--- src/rtl/wb_switch_pkg.sv ---
// wb_switch_pkg
//   Shared types and constants for the one-master / N-slave Wishbone switch.
//   - sw_state_t       : switch FSM states (IDLE / ACTIVE / RESP)
//   - ERR_DATA_DEFAULT : read data returned with an error response
//   - clog2()          : ceiling log2, used to size the optional timeout counter
package wb_switch_pkg;

    typedef enum logic [1:0] {
        ST_IDLE   = 2'd0,
        ST_ACTIVE = 2'd1,
        ST_RESP   = 2'd2
    } sw_state_t;

    localparam logic [31:0] ERR_DATA_DEFAULT = 32'hDEADBEEF;

    // Returns 1 for v <= 2 so a counter always has at least one bit.
    function automatic int clog2(input int v);
        int r;
        r = 0;
        while ((1 << r) < v) r++;
        return (r < 1) ? 1 : r;
    endfunction

endpackage

--- src/rtl/wb_switch_decode.sv ---
// wb_switch_decode
//   Combinational slave-index decode for wb_bus_switch_n.
//   Ports:
//     sel_field  in  SEL_BITS     address slice holding the slave index
//     idx        out SEL_BITS     decoded slave index
//     valid      out 1            index maps to an existing slave
//     onehot     out NUM_SLAVES   one-hot slave select (all zero when !valid)
module wb_switch_decode #(
    parameter int NUM_SLAVES = 7,
    parameter int SEL_BITS   = 4
) (
    input  logic [SEL_BITS-1:0]   sel_field,
    output logic [SEL_BITS-1:0]   idx,
    output logic                  valid,
    output logic [NUM_SLAVES-1:0] onehot
);

    assign idx   = sel_field;
    assign valid = (32'(sel_field) < 32'(NUM_SLAVES));

    for (genvar k = 0; k < NUM_SLAVES; k++) begin : g_onehot
        assign onehot[k] = (sel_field == SEL_BITS'(k));
    end

endmodule

--- src/rtl/wb_bus_switch_n.sv ---
// wb_bus_switch_n
//   One master, NUM_SLAVES-slave Wishbone switch. The slave index comes from
//   master_adr_i[SEL_LSB +: SEL_BITS]. Slave-side strobes and broadcast
//   request fields are registered on acceptance; the master response
//   (data/ack/err) is registered and pulses for one cycle in RESP.
//   Unmapped indices get an immediate error response carrying ERR_DATA.
//
//   Optional feature macro: BUS_SWITCH_TIMEOUT_EN
//     defined   -> a slave that does not ack within TIMEOUT_CYCLES counted
//                  ACTIVE cycles is abandoned with an error response
//     undefined -> ACTIVE waits for the slave ack indefinitely
//
//   Ports:
//     clk_i, rst_i          clock, synchronous active-high reset
//     master_*_i / _o       master side (stb/we/adr/dat/sel in, dat/ack/err out)
//     slave_dat_i/ack_i     per-slave read data (k at [k*DW +: DW]) and ack
//     slave_stb_o/cyc_o     one-hot strobe / cycle (identical)
//     slave_we/adr/dat/sel_o broadcast request fields
module wb_bus_switch_n
    import wb_switch_pkg::*;
#(
    parameter int NUM_SLAVES     = 7,
    parameter int DW             = 32,
    parameter int AW             = 32,
    parameter int SEL_LSB        = 8,
    parameter int SEL_BITS       = 4,
    parameter int TIMEOUT_CYCLES = 255,
    parameter logic [DW-1:0] ERR_DATA = DW'(ERR_DATA_DEFAULT)
) (
    input  logic                     clk_i,
    input  logic                     rst_i,
    input  logic                     master_stb_i,
    input  logic                     master_we_i,
    input  logic [AW-1:0]            master_adr_i,
    input  logic [DW-1:0]            master_dat_i,
    input  logic [DW/8-1:0]          master_sel_i,
    output logic [DW-1:0]            master_dat_o,
    output logic                     master_ack_o,
    output logic                     master_err_o,
    input  logic [NUM_SLAVES*DW-1:0] slave_dat_i,
    input  logic [NUM_SLAVES-1:0]    slave_ack_i,
    output logic [NUM_SLAVES-1:0]    slave_stb_o,
    output logic [NUM_SLAVES-1:0]    slave_cyc_o,
    output logic                     slave_we_o,
    output logic [AW-1:0]            slave_adr_o,
    output logic [DW-1:0]            slave_dat_o,
    output logic [DW/8-1:0]          slave_sel_o
);

    sw_state_t state, state_nxt;

    logic [SEL_BITS-1:0]   dec_idx;
    logic                  dec_valid;
    logic [NUM_SLAVES-1:0] dec_onehot;

    wb_switch_decode #(
        .NUM_SLAVES(NUM_SLAVES),
        .SEL_BITS  (SEL_BITS)
    ) u_decode (
        .sel_field(master_adr_i[SEL_LSB +: SEL_BITS]),
        .idx      (dec_idx),
        .valid    (dec_valid),
        .onehot   (dec_onehot)
    );

    // The registered one-hot strobe already identifies the selected slave,
    // so masking acks with it ignores acks from every other slave.
    logic          ack_sel;
    logic [DW-1:0] sel_dat;

    assign ack_sel = |(slave_ack_i & slave_stb_o);

    always_comb begin
        sel_dat = '0;
        for (int k = 0; k < NUM_SLAVES; k++)
            if (slave_stb_o[k]) sel_dat = slave_dat_i[k*DW +: DW];
    end

    logic tmo_hit;

`ifdef BUS_SWITCH_TIMEOUT_EN
    localparam int TW = clog2(TIMEOUT_CYCLES + 1);
    logic [TW-1:0] tmo_cnt;

    // An ack in the limit cycle takes priority over the timeout (see FSM).
    assign tmo_hit = (tmo_cnt == TW'(TIMEOUT_CYCLES));

    always_ff @(posedge clk_i) begin
        if (rst_i || state != ST_ACTIVE)
            tmo_cnt <= '0;
        else if (!ack_sel && !tmo_hit)
            tmo_cnt <= tmo_cnt + 1'b1;
    end
`else
    // No timeout: the comparison is constant false and only keeps the
    // parameter referenced in this build.
    assign tmo_hit = (TIMEOUT_CYCLES < 0);
`endif

    always_ff @(posedge clk_i) begin
        if (rst_i) state <= ST_IDLE;
        else       state <= state_nxt;
    end

    always_comb begin
        state_nxt = state;
        case (state)
            ST_IDLE:   if (master_stb_i) state_nxt = dec_valid ? ST_ACTIVE : ST_RESP;
            ST_ACTIVE: if (ack_sel || tmo_hit) state_nxt = ST_RESP;
            ST_RESP:   state_nxt = ST_IDLE;
            default:   state_nxt = ST_IDLE;
        endcase
    end

    always_ff @(posedge clk_i) begin
        if (rst_i) begin
            master_dat_o <= '0;
            master_ack_o <= 1'b0;
            master_err_o <= 1'b0;
            slave_stb_o  <= '0;
            slave_we_o   <= 1'b0;
            slave_adr_o  <= '0;
            slave_dat_o  <= '0;
            slave_sel_o  <= '0;
        end else begin
            master_ack_o <= 1'b0;
            master_err_o <= 1'b0;
            case (state)
                ST_IDLE: if (master_stb_i) begin
                    slave_we_o  <= master_we_i;
                    slave_adr_o <= master_adr_i;
                    slave_dat_o <= master_dat_i;
                    slave_sel_o <= master_sel_i;
                    if (dec_valid) begin
                        slave_stb_o <= dec_onehot;
                    end else begin
                        master_dat_o <= ERR_DATA;
                        master_ack_o <= 1'b1;
                        master_err_o <= 1'b1;
                    end
                end
                ST_ACTIVE: begin
                    if (ack_sel) begin
                        master_dat_o <= sel_dat;
                        master_ack_o <= 1'b1;
                        slave_stb_o  <= '0;
                    end else if (tmo_hit) begin
                        master_dat_o <= ERR_DATA;
                        master_ack_o <= 1'b1;
                        master_err_o <= 1'b1;
                        slave_stb_o  <= '0;
                    end
                end
                default: ;
            endcase
        end
    end

    assign slave_cyc_o = slave_stb_o;

endmodule

--- config.mk ---
export PLATFORM = sky130hd
export DESIGN_NAME = wb_bus_switch_n
export DESIGN_NICKNAME = d
export VERILOG_FILES = /design/src/rtl/wb_switch_pkg.sv /design/src/rtl/wb_switch_decode.sv /design/src/rtl/wb_bus_switch_n.sv
export SDC_FILE = /design/constraint.sdc
export NUM_CORES = 1
export LEC_CHECK = 0
export ABC_AREA = 0
export CORE_AREA = 4 4 159 161
export CTS_CLUSTER_SIZE = 30
export DETAILED_ROUTE_END_ITERATION = 8
export DIE_AREA = 0 0 163 165
export PLACE_DENSITY_LB_ADDON = 0.2
export SETUP_SLACK_MARGIN = 0.1
export SYNTH_ARGS = -nofsm -noshare
export SYNTH_HDL_FRONTEND = slang
export SYNTH_SLANG_ARGS = --single-unit
--- constraint.sdc ---
create_clock -name clk_i -period 2.4 [get_ports clk_i]
set_input_delay 0.72 -clock clk_i [delete_from_list [all_inputs] [get_ports clk_i]]
set_output_delay 0.72 -clock clk_i [all_outputs]
set_load 0.01 [all_outputs]
* After elaboration in Yosys (flattened, before gate mapping)
Cells that the tools add are included.
** Storage, ports and cells
- Flip-flop bits (word level) :: 112
- Bits of input ports :: 303
- Output and inout port bits :: 117
- Word-level logic and storage cells :: 55
** Cells by class
- Order comparisons :: 1
- Equality and inequality tests :: 11
- Multiplexer cells :: 23
- Bitwise gates (word level) :: 2
- Reduce and logical (&&, ||, !) cells :: 9
** Operators by type and width (count)
- $mux W32 :: 10
- $pmux W32 S2 :: 1
- $mux W7 :: 3
- $pmux W7 S2 :: 1
- $eq A4 B3 Y1 const B :: 3
- $eq A4 B2 Y1 const B :: 2
- $ne A2 B2 Y1 const B :: 4
- $reduce_and A4 Y1 :: 2
- $and A7 B7 Y7 :: 1
- $reduce_or A7 Y1 :: 1
- $mux W2 :: 3
- $eq A4 B1 Y1 const B :: 1
- $logic_not A4 Y1 :: 1
- $lt A4 B3 Y1 const B :: 1
- $pmux W2 S2 :: 1
- $reduce_and A2 Y1 :: 2
- $mux W1 :: 3
- $eq A2 B1 Y1 const B :: 1
- $logic_not A2 Y1 :: 1
- $pmux W1 S2 :: 1
- $reduce_bool A2 Y1 :: 1
- $reduce_or A2 Y1 :: 1
- $not A1 Y1 :: 1

* Depth between registers and ports, before layout
- Depth after elaboration :: 9
- Mapped depth :: 7
- Gate-level depth less buffers :: 4

* Modules after synthesis
From an unflattened synthesis, not the netlist that was laid out.
** Second synthesis, totals
- Cell total of the unflattened synthesis :: 801
- Area, all modules :: 6080.8 µm²
** By module, submodules not included
- wb_bus_switch_n :: times used 1, cells an instance 789, area an instance 5974.5 µm², seq. area each 2242.2 µm²
- wb_switch_decode :: times used 1, cells an instance 12, area an instance 106.4 µm², seq. area each 0.0 µm²

* Least setup slack after synthesis
No wires, ideal clock.
- Path type :: input to register
- From :: input port master_stb_i
- To :: register slave_stb_o[3], in the netlist slave_cyc_o[3]
- Library setup time :: 70 ps
- Arrival :: 2073 ps
- Data required time :: 2330 ps
- Setup slack :: 256 ps
- Stages :: 6
- Buffers on the path :: 2
- Cells stage by stage :: or3b_1 > buf_2 > and4_1 > clkbuf_2 > or4b_1 > a21oi_1
** Between the ends
- Longest elaborated chain between the ends :: 2
** Ends and longest elaborated chain
- start, declared :: line wb_bus_switch_n.sv:32 : input logic master_stb_i,
- $ne A2 B2 Y1 (no line)
- $reduce_and A4 Y1 (no line)
- end signal, assigned :: line wb_bus_switch_n.sv:135 : slave_stb_o <= dec_onehot;
- end, declared :: line wb_bus_switch_n.sv:42 : output logic [NUM_SLAVES-1:0] slave_stb_o,
Every way passes these cells.
A chain may end at the register's enable or synchronous reset.

* Worst setup path after layout
Ends and elaborated chain as after synthesis.

==> run_results.csv <==
group,metric,value,unit
drt,post_drt_wl_per_cell,19.77,um
floorplan,coreArea,23960,sq um
drt,ant_nets,0,
worst_setup_path,crit_type,"input pin to flip-flop",
sta,worstMarginPinSlew,0.5974,ns
cts,cts_tree,"done",
floorplan,num_rows,57,
sta,drv_slew,0,
floorplan,start_util,24.90,%
pwr,p_leak,0.003934,uW
cells_and_area,final_cell_mix,"clkdlybuf4s50_1 (418), a21oi_1 (149), nand2_1 (140)",
logic_synthesis,synth_seq_cells,112,
pwr,p_per_area,444.3,nW/um^2
logic_synthesis,post_synth.cell_area_avg,7.495,sq um
cts,htreeDepth,3,
sta,setup_viol,0,
run_status,status,"finished clean",
cells_and_area,mostFrequentLayoutCell,"clkdlybuf4s50_1",
logic_synthesis,netlist_instances,796,
grt,antenna_found_initial,1,
grt,grt_max_degree,70,
logic_synthesis,synth_area_leaders,"dfxtp_1 (38%), a21oi_1 (13%), nand2_1 (8.8%), a211oi_1 (6.0%), clkbuf_1 (4.5%)",
logic_synthesis,yosysTopAreaCell,"dfxtp_1",
cells_and_area,fin_area,11020,sq um
logic_synthesis,seq_area_frac_synth,37.58,%
drt,drtPass1Iterations,4,
floorplan,dieArea,26900,sq um
cts,cts_sinks,112,
pwr,peakVddDrop,0.3479,mV
floorplan,dieWidth,163,um
logic_synthesis,yosys_warnings,0,
cts,clkTransAtPathRegs,0.08,ns
logic_synthesis,yosysTopAreaCellShare,37.58,%
sta,period_needed,2.253,ns
grt,grt.total_usage,20.90,%
placed_design,gp_congestion,0.8660,
floorplan,die_y,165,um
sta,finalHoldViolCount,0,
logic_synthesis,syn-cell-area,5966,sq um
sta,fin_crit_sh,93.89,%
worst_setup_path,arrival,2.54,ns
drt,via_count,7440,
cts,cts_inserted_buffers,9,
grt,first_global_vias,7401,
worst_setup_path,cp_max_fo,3,
logic_synthesis,synthDistinctLibCells,36,
placed_design,place_area,10680,sq um
cells_and_area,area_growth,84.69,%
grt,grt_pass1_wl,43.89,mm
logic_synthesis,syn_nets,1099,
placed_design,numPortBuffers,419,
sta,maxSlewHeadroom,60.17,%
placed_design,dp_hpwl,23.06,mm
floorplan,num_io_pins,420,
logic_synthesis,async_reset_ff_share,0,%
grt,grt_overflow_total,0,
cts,clock_path_buffers,2,
worst_setup_path,cp-end-kind,"flip-flop",
worst_setup_path,start_kind,"input pin",
cts,clk_latency,0.36,ns
cells_and_area,nNetsFinal,1487,
drt,via_per_inst,4.914,
sta,whs,0.4554,ns
sta,fmax,443.8,MHz
worst_hold_path,hold_path_class,"flip-flop to flip-flop",
job,drv_cap,0,
worst_setup_path,required,2.68,ns
cts,cts_root_buf,"clkbuf_16",
sta,skew,0.01598,ns
drt,drc_errors,0,
cells_and_area,drive_above_1_share,7.065,%
sta,rsz0062_at_grt,"yes",
logic_synthesis,synth_ff_type,"dfxtp_1",
pwr,power,4895,uW
drt,wl,29.93,mm
logic_synthesis,synth_edf_count,0,
drt,drt_iter0_drc,411,
sequential cells by signal, indices dropped and copies added, names as in the netlist:
register / flops
master_ack_o: 1
master_dat_o: 32
master_err_o: 1
slave_adr_o: 32
slave_cyc_o: 7
slave_dat_o: 32
slave_sel_o: 4
slave_we_o: 1
state: 2
cell usage after synthesis (all sizes together) (2+ instances only):
library cell	count
nand4b	8
clkbuf	72
nor2	12
a211oi	48
a31oi	2
nor2b	37
nand2	140
o41ai	8
nor3b	3
a221o	24
nand3b	24
a21oi	150
o2111ai	6
o21ai	31
inv	26
nand2b	3
o22a	8
nor3	27
a221oi	16
or2	3
dfxtp	112
buf	18
o221ai	8
a22oi	2
repair_timing:
item,4_1_cts,5_1_grt
gates resized for setup,3,3
setup endpoints to repair,4,7
hold buffers,0,0
gates cloned,0,0
pin swaps,0,1
buffers inserted,0,1
kinds of logic after synthesis:
family          count (synthesis)  synth area share [%]
flops                         112                 37.58
simple gates                  262                 21.56
buf+inv                       116                 7.970
compound gates                306                 32.89
critical path: stages:
cell             delay [ns]
clkdlybuf4s50_1        0.49
or3b_2                 0.46
and4_1                 0.18
or4b_4                 0.52
a21oi_2                0.16
through the flow:
stage | util [%] | setup TNS, ns | std cells | worst slack (ns)
6_report | 45.98 | 0 | 1514 | 0.1467
4_1_cts | 45.89 | 0 | 1512 | 0.1554
2_1_floorplan | - | 0 | 796 | 0.2565
3_5_place_dp | 44.57 | -3.367 | 1496 | -0.2732
3_3_place_gp | 44.57 | -2.411 | 1496 | -0.2472
5_1_grt | 45.98 | 0 | 1514 | 0.09004
worst paths after layout:
path,start,to,slack (ns),cells after the start
setup reg to reg,slave_cyc_o[3],master_dat_o[13],0.40,5
hold reg to reg,slave_dat_o[2],slave_dat_o[2],0.46,2
hold / removal,slave_dat_o[2],slave_dat_o[2],0.46,2
setup / recovery,master_stb_i,slave_cyc_o[3],0.15,5
layer usage:
metal,share of wire [%],vias to the layer above,global-route usage (%)
met3,8.6,34,6.663
li1,-,3641,-
met4,2.2,0,5.604
met1,40,3463,24.71
met2,49,302,36.60
met5,0,-,0
where the power goes:
part | leakage, uW | total, uW | switching (uW) | internal (uW)
Combinational | 0.00286 | 1310 | 501 | 804
Sequential | 0.000923 | 2040 | 67.5 | 1980
Clock | 0.000150 | 1550 | 776 | 769
layout make-up:
cell class,count,area (sq um)
Fill cell,2393,12940
Timing Repair Buffer,467,4664
Multi-Input combinational cell,568,3292
Sequential cell,112,2252
Tap cell,324,405.4
Clock buffer,10,239.0
Inverter,26,97.59
Clock inverter,6,65.06
Antenna cell,1,2.502
(Power assumes the default switching activity.)
